===== src/rtl/rbr_pkg.sv =====
// rtl/rbr_pkg.sv - RBR digit encodings, slot state type and shared helper functions
package rbr_pkg;

  localparam logic [1:0] RBR_NEG      = 2'b00;
  localparam logic [1:0] RBR_ZERO     = 2'b01;
  localparam logic [1:0] RBR_ZERO_ALT = 2'b10;
  localparam logic [1:0] RBR_POS      = 2'b11;

  localparam int RBR_MAXW = 512;

  typedef enum logic {
    SLOT_EMPTY = 1'b0,
    SLOT_FULL  = 1'b1
  } slot_state_t;

  function automatic int rbr_clog2(input int n);
    int r;
    r = 0;
    while ((1 << r) < n) r = r + 1;
    return r;
  endfunction

  function automatic logic [2*RBR_MAXW-1:0] rbr_zero(input int w);
    logic [2*RBR_MAXW-1:0] z;
    z = '0;
    for (int i = 0; i < RBR_MAXW; i++) begin
      if (i < w) z[2*i +: 2] = RBR_ZERO;
    end
    return z;
  endfunction

  function automatic logic signed [1:0] rbr_decode(input logic [1:0] d);
    case (d)
      RBR_NEG:                return 2'b11;
      RBR_ZERO, RBR_ZERO_ALT: return 2'b00;
      RBR_POS:                return 2'b01;
      default:                return 2'b00;
    endcase
  endfunction

  function automatic logic [1:0] rbr_encode(input logic signed [1:0] v);
    case (v)
      2'b11:   return RBR_NEG;
      2'b01:   return RBR_POS;
      default: return RBR_ZERO;
    endcase
  endfunction

  // Transfer out of a digit whose pair sum is p; lo_nonneg says the next lower pair sum is >= 0,
  // which bounds the incoming transfer so that interim + transfer always stays within one digit.
  function automatic logic signed [1:0] rbr_xfer(input logic signed [2:0] p, input logic lo_nonneg);
    case (p)
      3'b010:  return 2'b01;
      3'b110:  return 2'b11;
      3'b001:  return lo_nonneg ? 2'b01 : 2'b00;
      3'b111:  return lo_nonneg ? 2'b00 : 2'b11;
      default: return 2'b00;
    endcase
  endfunction

  function automatic logic signed [1:0] rbr_interim(input logic signed [2:0] p, input logic lo_nonneg);
    case (p)
      3'b001, 3'b111: return lo_nonneg ? 2'b11 : 2'b01;
      default:        return 2'b00;
    endcase
  endfunction

endpackage


===== src/rtl/rbr_add.sv =====
// rtl/rbr_add.sv - carry-free redundant binary adder, MS transfer discarded (sum modulo 2^W)
module rbr_add
  import rbr_pkg::*;
#(
  parameter int W = 64
) (
  input  logic [2*W-1:0] i_a,
  input  logic [2*W-1:0] i_b,
  output logic [2*W-1:0] o_s
);

  logic [W-1:0][2:0] w_p;
  logic [W-1:0][1:0] w_t;
  logic [W-1:0]      w_lo_nonneg;

  assign w_t[0]         = 2'b00;
  assign w_lo_nonneg[0] = 1'b1;

  for (genvar i = 0; i < W; i++) begin : g_digit
    logic signed [1:0] w_da;
    logic signed [1:0] w_db;
    logic signed [1:0] w_w;

    assign w_da          = rbr_decode(i_a[2*i +: 2]);
    assign w_db          = rbr_decode(i_b[2*i +: 2]);
    assign w_p[i]        = {w_da[1], w_da} + {w_db[1], w_db};
    assign w_w           = rbr_interim(w_p[i], w_lo_nonneg[i]);
    assign o_s[2*i +: 2] = rbr_encode(w_w + w_t[i]);

    if (i < W-1) begin : g_xfer
      assign w_lo_nonneg[i+1] = ~w_p[i][2];
      assign w_t[i+1]         = rbr_xfer(w_p[i], w_lo_nonneg[i]);
    end
  end

endmodule


===== src/rtl/rr_arbiter.sv =====
// rtl/rr_arbiter.sv - round-robin one-hot grant with pointer advancing past each accepted requester
module rr_arbiter #(
  parameter int NREQ = 4,
  parameter int IDW  = 2
) (
  input  logic            i_clk,
  input  logic            i_rst,
  input  logic [NREQ-1:0] i_req,
  input  logic            i_en,
  output logic [NREQ-1:0] o_grant,
  output logic [IDW-1:0]  o_grant_idx
);

  logic [IDW-1:0] r_ptr;
  logic           w_found;
  logic [IDW-1:0] w_idx;

  always_comb begin
    int k;
    k       = 0;
    w_found = 1'b0;
    w_idx   = r_ptr;
    for (int j = 0; j < NREQ; j++) begin
      k = int'(r_ptr) + j;
      if (k >= NREQ) k = k - NREQ;
      if (!w_found && i_req[k]) begin
        w_found = 1'b1;
        w_idx   = IDW'(k);
      end
    end
    o_grant = '0;
    if (i_en && w_found) o_grant[w_idx] = 1'b1;
  end

  assign o_grant_idx = w_idx;

  always_ff @(posedge i_clk) begin
    if (i_rst) begin
      r_ptr <= '0;
    end else if (i_en && w_found) begin
      r_ptr <= (w_idx == IDW'(NREQ-1)) ? '0 : w_idx + 1'b1;
    end
  end

endmodule


===== src/rtl/rbr_add_arb.sv =====
// rtl/rbr_add_arb.sv - shares one RBR adder among NREQ requesters with a single registered result slot
module rbr_add_arb
  import rbr_pkg::*;
#(
  parameter int  W    = 64,
  parameter int  NREQ = 4,
  localparam int IDW  = rbr_clog2(NREQ)
) (
  input  logic                 clk,
  input  logic                 rst,
  input  logic [NREQ-1:0]      req_valid,
  output logic [NREQ-1:0]      req_ready,
  input  logic [NREQ*2*W-1:0]  req_a,
  input  logic [NREQ*2*W-1:0]  req_b,
  output logic                 rsp_valid,
  input  logic                 rsp_ready,
  output logic [2*W-1:0]       rsp_s,
  output logic [IDW-1:0]       rsp_id,
  output logic                 busy
);

  localparam logic [2*W-1:0] S_RESET = (2*W)'(rbr_zero(W));

  slot_state_t                r_state;
  slot_state_t                w_state_nxt;
  logic [2*W-1:0]             r_s;
  logic [IDW-1:0]             r_id;
  logic                       w_can_accept;
  logic                       w_accept;
  logic [IDW-1:0]             w_gidx;
  logic [NREQ-1:0][2*W-1:0]   w_a_vec;
  logic [NREQ-1:0][2*W-1:0]   w_b_vec;
  logic [2*W-1:0]             w_a;
  logic [2*W-1:0]             w_b;
  logic [2*W-1:0]             w_sum;

  // The slot can take a new result when empty or when it drains this same cycle; reset blocks accepts.
  assign w_can_accept = ~rst & ((r_state == SLOT_EMPTY) | rsp_ready);
  assign w_accept     = |(req_valid & req_ready);

  rr_arbiter #(
    .NREQ (NREQ),
    .IDW  (IDW)
  ) u_arb (
    .i_clk       (clk),
    .i_rst       (rst),
    .i_req       (req_valid),
    .i_en        (w_can_accept),
    .o_grant     (req_ready),
    .o_grant_idx (w_gidx)
  );

  assign w_a_vec = req_a;
  assign w_b_vec = req_b;
  assign w_a     = w_a_vec[w_gidx];
  assign w_b     = w_b_vec[w_gidx];

  rbr_add #(
    .W (W)
  ) u_add (
    .i_a (w_a),
    .i_b (w_b),
    .o_s (w_sum)
  );

  always_ff @(posedge clk) begin
    if (rst) r_state <= SLOT_EMPTY;
    else     r_state <= w_state_nxt;
  end

  always_comb begin
    w_state_nxt = r_state;
    case (r_state)
      SLOT_EMPTY: if (w_accept) w_state_nxt = SLOT_FULL;
      SLOT_FULL:  if (!w_accept && rsp_ready) w_state_nxt = SLOT_EMPTY;
      default:    w_state_nxt = SLOT_EMPTY;
    endcase
  end

  always_ff @(posedge clk) begin
    if (rst) begin
      r_s  <= S_RESET;
      r_id <= '0;
    end else if (w_accept) begin
      r_s  <= w_sum;
      r_id <= w_gidx;
    end
  end

  assign rsp_valid = (r_state == SLOT_FULL);
  assign rsp_s     = r_s;
  assign rsp_id    = r_id;
  assign busy      = rsp_valid | (|req_valid);

endmodule


===== config.mk =====
export PLATFORM = sky130hd
export DESIGN_NAME = rbr_add_arb
export DESIGN_NICKNAME = d
export VERILOG_FILES = /design/src/rtl/rbr_pkg.sv /design/src/rtl/rbr_add.sv /design/src/rtl/rr_arbiter.sv /design/src/rtl/rbr_add_arb.sv
export SDC_FILE = /design/constraint.sdc
export NUM_CORES = 2
export LEC_CHECK = 0
export ABC_AREA = 0
export CORE_AREA = 2 2 457 459
export DETAILED_ROUTE_END_ITERATION = 16
export DIE_AREA = 0 0 459 461
export GPL_TIMING_DRIVEN = 0
export PLACE_DENSITY_LB_ADDON = 0.08
export SYNTH_ARGS = -nofsm -noshare
export SYNTH_HDL_FRONTEND = slang
export SYNTH_SLANG_ARGS = --single-unit

===== constraint.sdc =====
create_clock -name clk -period 4.5 [get_ports clk]
set_input_delay 0.9 -clock clk [delete_from_list [all_inputs] [get_ports clk]]
set_output_delay 0.9 -clock clk [all_outputs]
set_load 0.05 [all_outputs]

### Word level (Yosys, flattened, before mapping)

Index checks and enable logic that the tools add are counted.

* register bits after elaboration: 133
* latch bits: 0
* RAM bits: 0
* memory bits (read-only): 0
* bits of input ports: 1031
* memories: 0

* add/sub/neg operators: 135
* $mul: 0
* divide/modulo/power cells: 0
* order comparisons: 10
* eq/ne operators: 767
* shifts and indexed selects: 0
* multiplexer cells: 541
* bitwise gates (word level): 6
* reduce and logical (&&, ||, !) cells: 333

Operators by type and width (count)
* 2-bit one-hot mux with 3 select lines: 128
* 2-bit == test, second input constant: 321
* 128-bit binary-select mux with 2-bit select: 2
* 2-bit one-hot mux with 4 select lines: 62
* 2-bit two-way mux: 194
* 2-bit OR reduction: 193
* 2-bit by 1-bit == test with 1-bit output, second input constant: 192
* 3-bit == test, second input constant: 127
* 2-bit one-hot mux with 2 select lines: 65
* 2-bit logical NOT: 128
* 128-bit two-way mux: 2
* 2-bit by 2-bit adder with 3-bit output: 64
* 3-bit by 1-bit == test with 1-bit output, second input constant: 64
* 3-bit by 2-bit == test with 1-bit output, second input constant: 63
* 32-bit by 4-bit less-than comparator with 1-bit output, second input constant: 4
* 32-bit two-way mux: 4
* 2-bit adder: 63
* 32-bit by 4-bit >= comparator with 1-bit output, second input constant: 3
* 32-bit by 4-bit subtractor with 32-bit output, second input constant: 3
* 1-bit two-way mux: 77
* 1-bit binary-select mux with 2-bit select: 4
* 4-bit OR reduction: 2
* 2-bit by 2-bit adder with 3-bit output, second input constant: 2
* 1-bit logical AND: 6
* 14 further kinds: 19

### Depth between registers and ports, before layout

* word-level depth: 27
* depth in mapped cells: 23
* depth with buffers taken out: 19

### Modules after synthesis

From an unflattened synthesis, not the netlist that was laid out.

* cells, all modules: 2591
* area total of the unflattened synthesis: 23119.7 sq um

By module, submodules not included
* rbr_add_arb: times used 1, cells an instance 886, area an instance 11519.8 sq um, seq. area each 2622.5 sq um
* rbr_add: times used 1, cells an instance 1668, area an instance 11318.4 sq um, seq. area each 0.0 sq um
* rr_arbiter: times used 1, cells an instance 37, area an instance 281.5 sq um, seq. area each 40.0 sq um

### Least setup slack after synthesis

No wires, ideal clock.

* kind: input to register
* start point: input req_valid[2]
* end point: register r_s[67] (netlist: rsp_s[67])
* arrival: 4.165 ns
* path slack: 0.218 ns
* stages on the path: 20
* path buffers: 5
* cells stage by stage: nor2b_1 > nor3b_1 > o21ai_1 > buf_4 > inv_2 > buf_6 > buf_6 > buf_2 > a21oi_1 > a22o_1 > ha_1 > inv_1 > ha_1 > fa_1 > clkbuf_1 > xor2_1 > and2_1 > ha_1 > xor2_1 > a32o_1

* cells in the longest elaborated chain, start to end: 25
* elaborated cells between the ends (all ways): 94

Ends and longest elaborated chain
* from (decl): line rbr_add_arb.sv:11 `input logic [NREQ-1:0] req_valid,`
* 1-bit binary-select mux with 2-bit select: line rr_arbiter.sv:26 `if (!w_found && i_req[k]) begin`
* 1-bit two-way mux (implied by the code) (2 in series): line rr_arbiter.sv:26
* 1-bit two-way mux: line rr_arbiter.sv:26
* 1-bit logical NOT: line rr_arbiter.sv:26
* 1-bit logical AND: line rr_arbiter.sv:26
* 1-bit two-way mux: line rr_arbiter.sv:26
* 1-bit logical NOT: line rr_arbiter.sv:26
* 1-bit logical AND: line rr_arbiter.sv:26
* [... 8 more ...]
* 2-bit one-hot mux with 3 select lines: line rbr_pkg.sv:33 `case (d)`
* 2-bit by 2-bit adder with 3-bit output: line rbr_add.sv:26 `assign w_p[i] = {w_da[1], w_da} + {w_db[1], w_db};`
* 3-bit by 1-bit == test with 1-bit output / 3-bit == test (equally long branches): line rbr_pkg.sv:62 `case (p)`
* 2-bit OR reduction: line rbr_pkg.sv:62
* 2-bit two-way mux: line rbr_pkg.sv:62
* 2-bit adder: line rbr_add.sv:28 `assign o_s[2*i +: 2] = rbr_encode(w_w + w_t[i]);`
* 2-bit by 1-bit == test with 1-bit output / 2-bit == test (equally long branches): line rbr_pkg.sv:42 `case (v)`
* 2-bit one-hot mux with 2 select lines: line rbr_pkg.sv:42
* to (signal assigned): line rbr_add_arb.sv:85 `r_s <= w_sum;`
* to (decl): line rbr_add_arb.sv:26 `logic [2*W-1:0] r_s;`

Several ways; a longest one is shown, not always the timed one. The select of a mux whose other input is x is not followed.
A chain may end at the register's enable or synchronous reset.

### Final worst setup path

* start point: input req_valid[0]
* end point: register r_s[107] (netlist: rsp_s[107])

The elaborated chain is that of the path after synthesis.

==> metrics.log <==
INFO  metric outcome = finished clean
INFO  metric worstSkewPairLatency = 520 ps
INFO  metric synth_enable_flop_cells = 0
INFO  metric chipHeight = 461 um
INFO  metric cts.root.buffer_cell = sky130_fd_sc_hd__clkbuf_16
INFO  metric numPortBuffers = 1164
INFO  metric synthesized_area_divided_by_synthesized_cell_count = 7.000 sq um
INFO  metric die_w = 459 um
INFO  metric wire_per_inst = 31.24 um
INFO  metric path_common_cell = sky130_fd_sc_hd__ha_1
INFO  metric design.portCount = 1167
INFO  metric layout.cell_area.non_filler = 39760 sq um
INFO  metric critical-path-slowest-cell = sky130_fd_sc_hd__fa_2
INFO  metric synth_top_cells_by_count = sky130_fd_sc_hd__nand2_1 (684), sky130_fd_sc_hd__a21oi_1 (515), sky130_fd_sc_hd__inv_1 (262)
INFO  metric setup-violations-final = 0
INFO  metric hpwl = 190.3 mm
INFO  metric finalWorstPathRequiredPeriod = 4414 ps
INFO  metric synth_seq_cells = 132
INFO  metric drt-pass1-iter-count = 5
INFO  metric fin_crit_sh = 0.9809
INFO  metric post-synth-top-area-cell = sky130_fd_sc_hd__ha_1
INFO  metric crit_arrival = 4840 ps
INFO  metric gp_congestion = 0.8732
INFO  metric yosysTopAreaCellShare = 0.1513
INFO  metric cts_tree = done
INFO  metric first_global_vias = 29170
INFO  metric placed_cells_incl_taps = 6928
INFO  metric slew_violations = 0
INFO  metric critPathCaptureType = register
INFO  metric yosysUniqueCellTypes = 44
INFO  metric initial_utilization = 0.1038
INFO  metric worst-endpoint-required = 4920 ps
INFO  metric static_power_due_to_leakage = 16.41 nW
INFO  metric timing_hold_violations_final = 0
INFO  metric area_delta_synth_final = 85.62%
INFO  metric detail_route.vias_per_cell = 4.022
INFO  metric timing.critical_path.from_type = input port
INFO  metric slew_headroom = 0.1725
INFO  metric critical-path-top-delay-family = adder cells
INFO  metric worst_vdd_drop = 0.0003458 V
INFO  metric final.setup.tns = 0 ps
INFO  metric pwr_density_cell = 945.5 nW/um^2
INFO  metric hold-worst-slack = 468.6 ps
INFO  metric worst-slew-pin-transition = 1241 ps
INFO  metric share_of_cells_above_drive_strength_1 = 0.1092
INFO  metric min-delay-path-class = reg2reg
INFO  metric final.setup_skew = 12.04 ps
INFO  metric gr-total-overflow = 0
INFO  metric drt-total-wl = 219.1 mm
INFO  metric design.die.area = 211600 sq um
INFO  metric fmax = 226.6 MHz
INFO  metric placementRows = 167
INFO  metric yosys.cell_count.top_type = sky130_fd_sc_hd__nand2_1
INFO  metric netlist_top_cells_area = sky130_fd_sc_hd__ha_1 (15%), sky130_fd_sc_hd__dfxtp_1 (12%), sky130_fd_sc_hd__a21oi_1 (12%), sky130_fd_sc_hd__nand2_1 (12%), sky130_fd_sc_hd__a22o_1 (10%)
INFO  metric grt_pass1_wl = 279.9 mm
INFO  metric drt_drc_violations_left = 0
INFO  metric final_net_count = 5628
INFO  metric via_count = 28210
INFO  metric syn_nets = 4415
INFO  metric postRouteAntennaNets = 0
INFO  metric dp_area = 36460 sq um
INFO  metric max_stage_delay = 540 ps
INFO  metric async_flop_share = 0
INFO  metric cp.buffers_inverters = 6
INFO  metric post_synth_inst_count = 3060
INFO  metric global_route.usage.total = 0.1993
INFO  metric drt_first_iter_violations = 1223
INFO  metric dominantRegCellSynth = sky130_fd_sc_hd__dfxtp_1
INFO  metric crit_path_max_fanout = 10
INFO  metric synth-seq-area-share = 0.1234
INFO  metric post-layout-total-power = 37.59 mW
INFO  metric design.core.area = 206400 sq um
INFO  metric yosys_warnings = 0
INFO  metric numClockSinks = 132
INFO  metric critPathKind = in2reg
INFO  metric number_of_antenna_violations_at_the_first_check_in_global_routing = 65
INFO  metric grt_start_max_net_pins = 17
INFO  metric final_std_cells_w_o_fill = 7013
INFO  metric rsz_0062_raised_after_global_routing = true
INFO  metric htree_levels = 4
INFO  metric post_synth_instance_area = 21420 sq um
INFO  metric crit_chain = buf_6 > nor2b_4 > nor4_4 > nor2_4 > buf_4 > inv_8 > buf_16 > clkbuf_8 > a21oi_1 > a22o_1 > ha_1 > inv_1 > ha_1 > fa_2 > xor2_2 > and2_1 > ha_1 > xor2_1 > a32o_1
INFO  metric max_cap_viols = 0
INFO  metric number_of_buffers_inserted_during_clock_tree_synthesis = 17
INFO  metric clk_path_buf_depth = 2
INFO  metric worst_setup_hold_path_clk_slew = 80 ps
-- stage by stage --
| step | setup WS, ps | util |
|---|---|---|
| finish | 85.98 | 0.1926 |
| CTS | 0.08082 | 0.1899 |
| global placement | -2801 | 0.1766 |
| detailed placement | -2473 | 0.1766 |
| global route | -51.89 | 0.1925 |
| floorplan | 217.5 | - |
-- timing repair --
item / 4_1_cts / 5_1_grt
pin swaps: 37 / 39
gates resized for setup: 530 / 133
endpoints found under the setup margin: 134 / 125
hold buffers: 0 / 0
hold endpoints to repair: 0 / 0
gates cloned: 7 / 0
setup buffers: 32 / 7
-- layout make-up --
cell class | count | area [sq um]
repair buffers | 1208 | 12280
clock buffers | 18 | 429.2
well taps | 2704 | 3383
diodes | 23 | 57.56
multi-input cells | 2450 | 17640
inverters | 264 | 1013
plain buffers | 200 | 2162
fillers | 23480 | 166700
flip-flops and latches | 132 | 2643
clock inverters | 14 | 142.6
-- cell families after synthesis --
family | share of synthesized area
compound gates | 0.3396
simple gates | 0.1792
xor+xnor | 0.05152
buf+inv | 0.09259
mux | 0.001460
other cells | 0.0001751
flops | 0.1234
fa+ha+maj | 0.2120
-- layout by cell type, fill, tap and decap left out, drive strengths merged, types with 4 or more instances in the layout --
cell type and instances:
dfxtp 132, buf 168, o21ai 95, nor2b 41
inv 270, xor2 93, clkdlybuf4s50 1156, a32o 80
fa 65, nand3 26, a22o 256, diode 23
nand3b 4, clkinv 5, ha 259, nand2 684
nand2b 31, a32oi 29, and2 66, o21a 18
xnor2 33, o22a 62, nor2 48, clkbuf 97
a31oi 26, a21oi 516, dlygate4sd2 4
-- worst paths after layout --
path                       start    endpoint  slack, ps  depth (start not counted)
setup / recovery    req_valid[0]  rsp_s[107]         90                         19
hold / removal          rsp_s[9]    rsp_s[9]        470                          1
setup reg to reg  u_arb.r_ptr[0]  rsp_s[107]        210                         18
hold reg to reg         rsp_s[9]    rsp_s[9]        470                          1
-- layer usage --
layer  global-route usage  vias to the layer above  part of all wire
met1               0.2269                    13770              0.40
met5                    0                        -           0.00094
met3              0.06015                      137             0.075
met4              0.03259                       34             0.014
li1                     -                    13200                 -
met2               0.3673                     1065              0.51
-- sequential cells by signal, indices dropped and copies added, names as in the netlist --
register / count
rsp_s: 127
u_arb.r_ptr: 2
rsp_id: 2
rsp_valid: 1
-- report_power, final --
part | switching (mW) | internal (mW) | leakage [nW]
sequential | 0.113 | 1.41 | 1.08
clock | 0.737 | 0.774 | 0.276
combinational | 20.2 | 14.4 | 15.1
total | 21.0 | 16.6 | 16.4
Note: power is estimated with default switching activity, not from simulation.
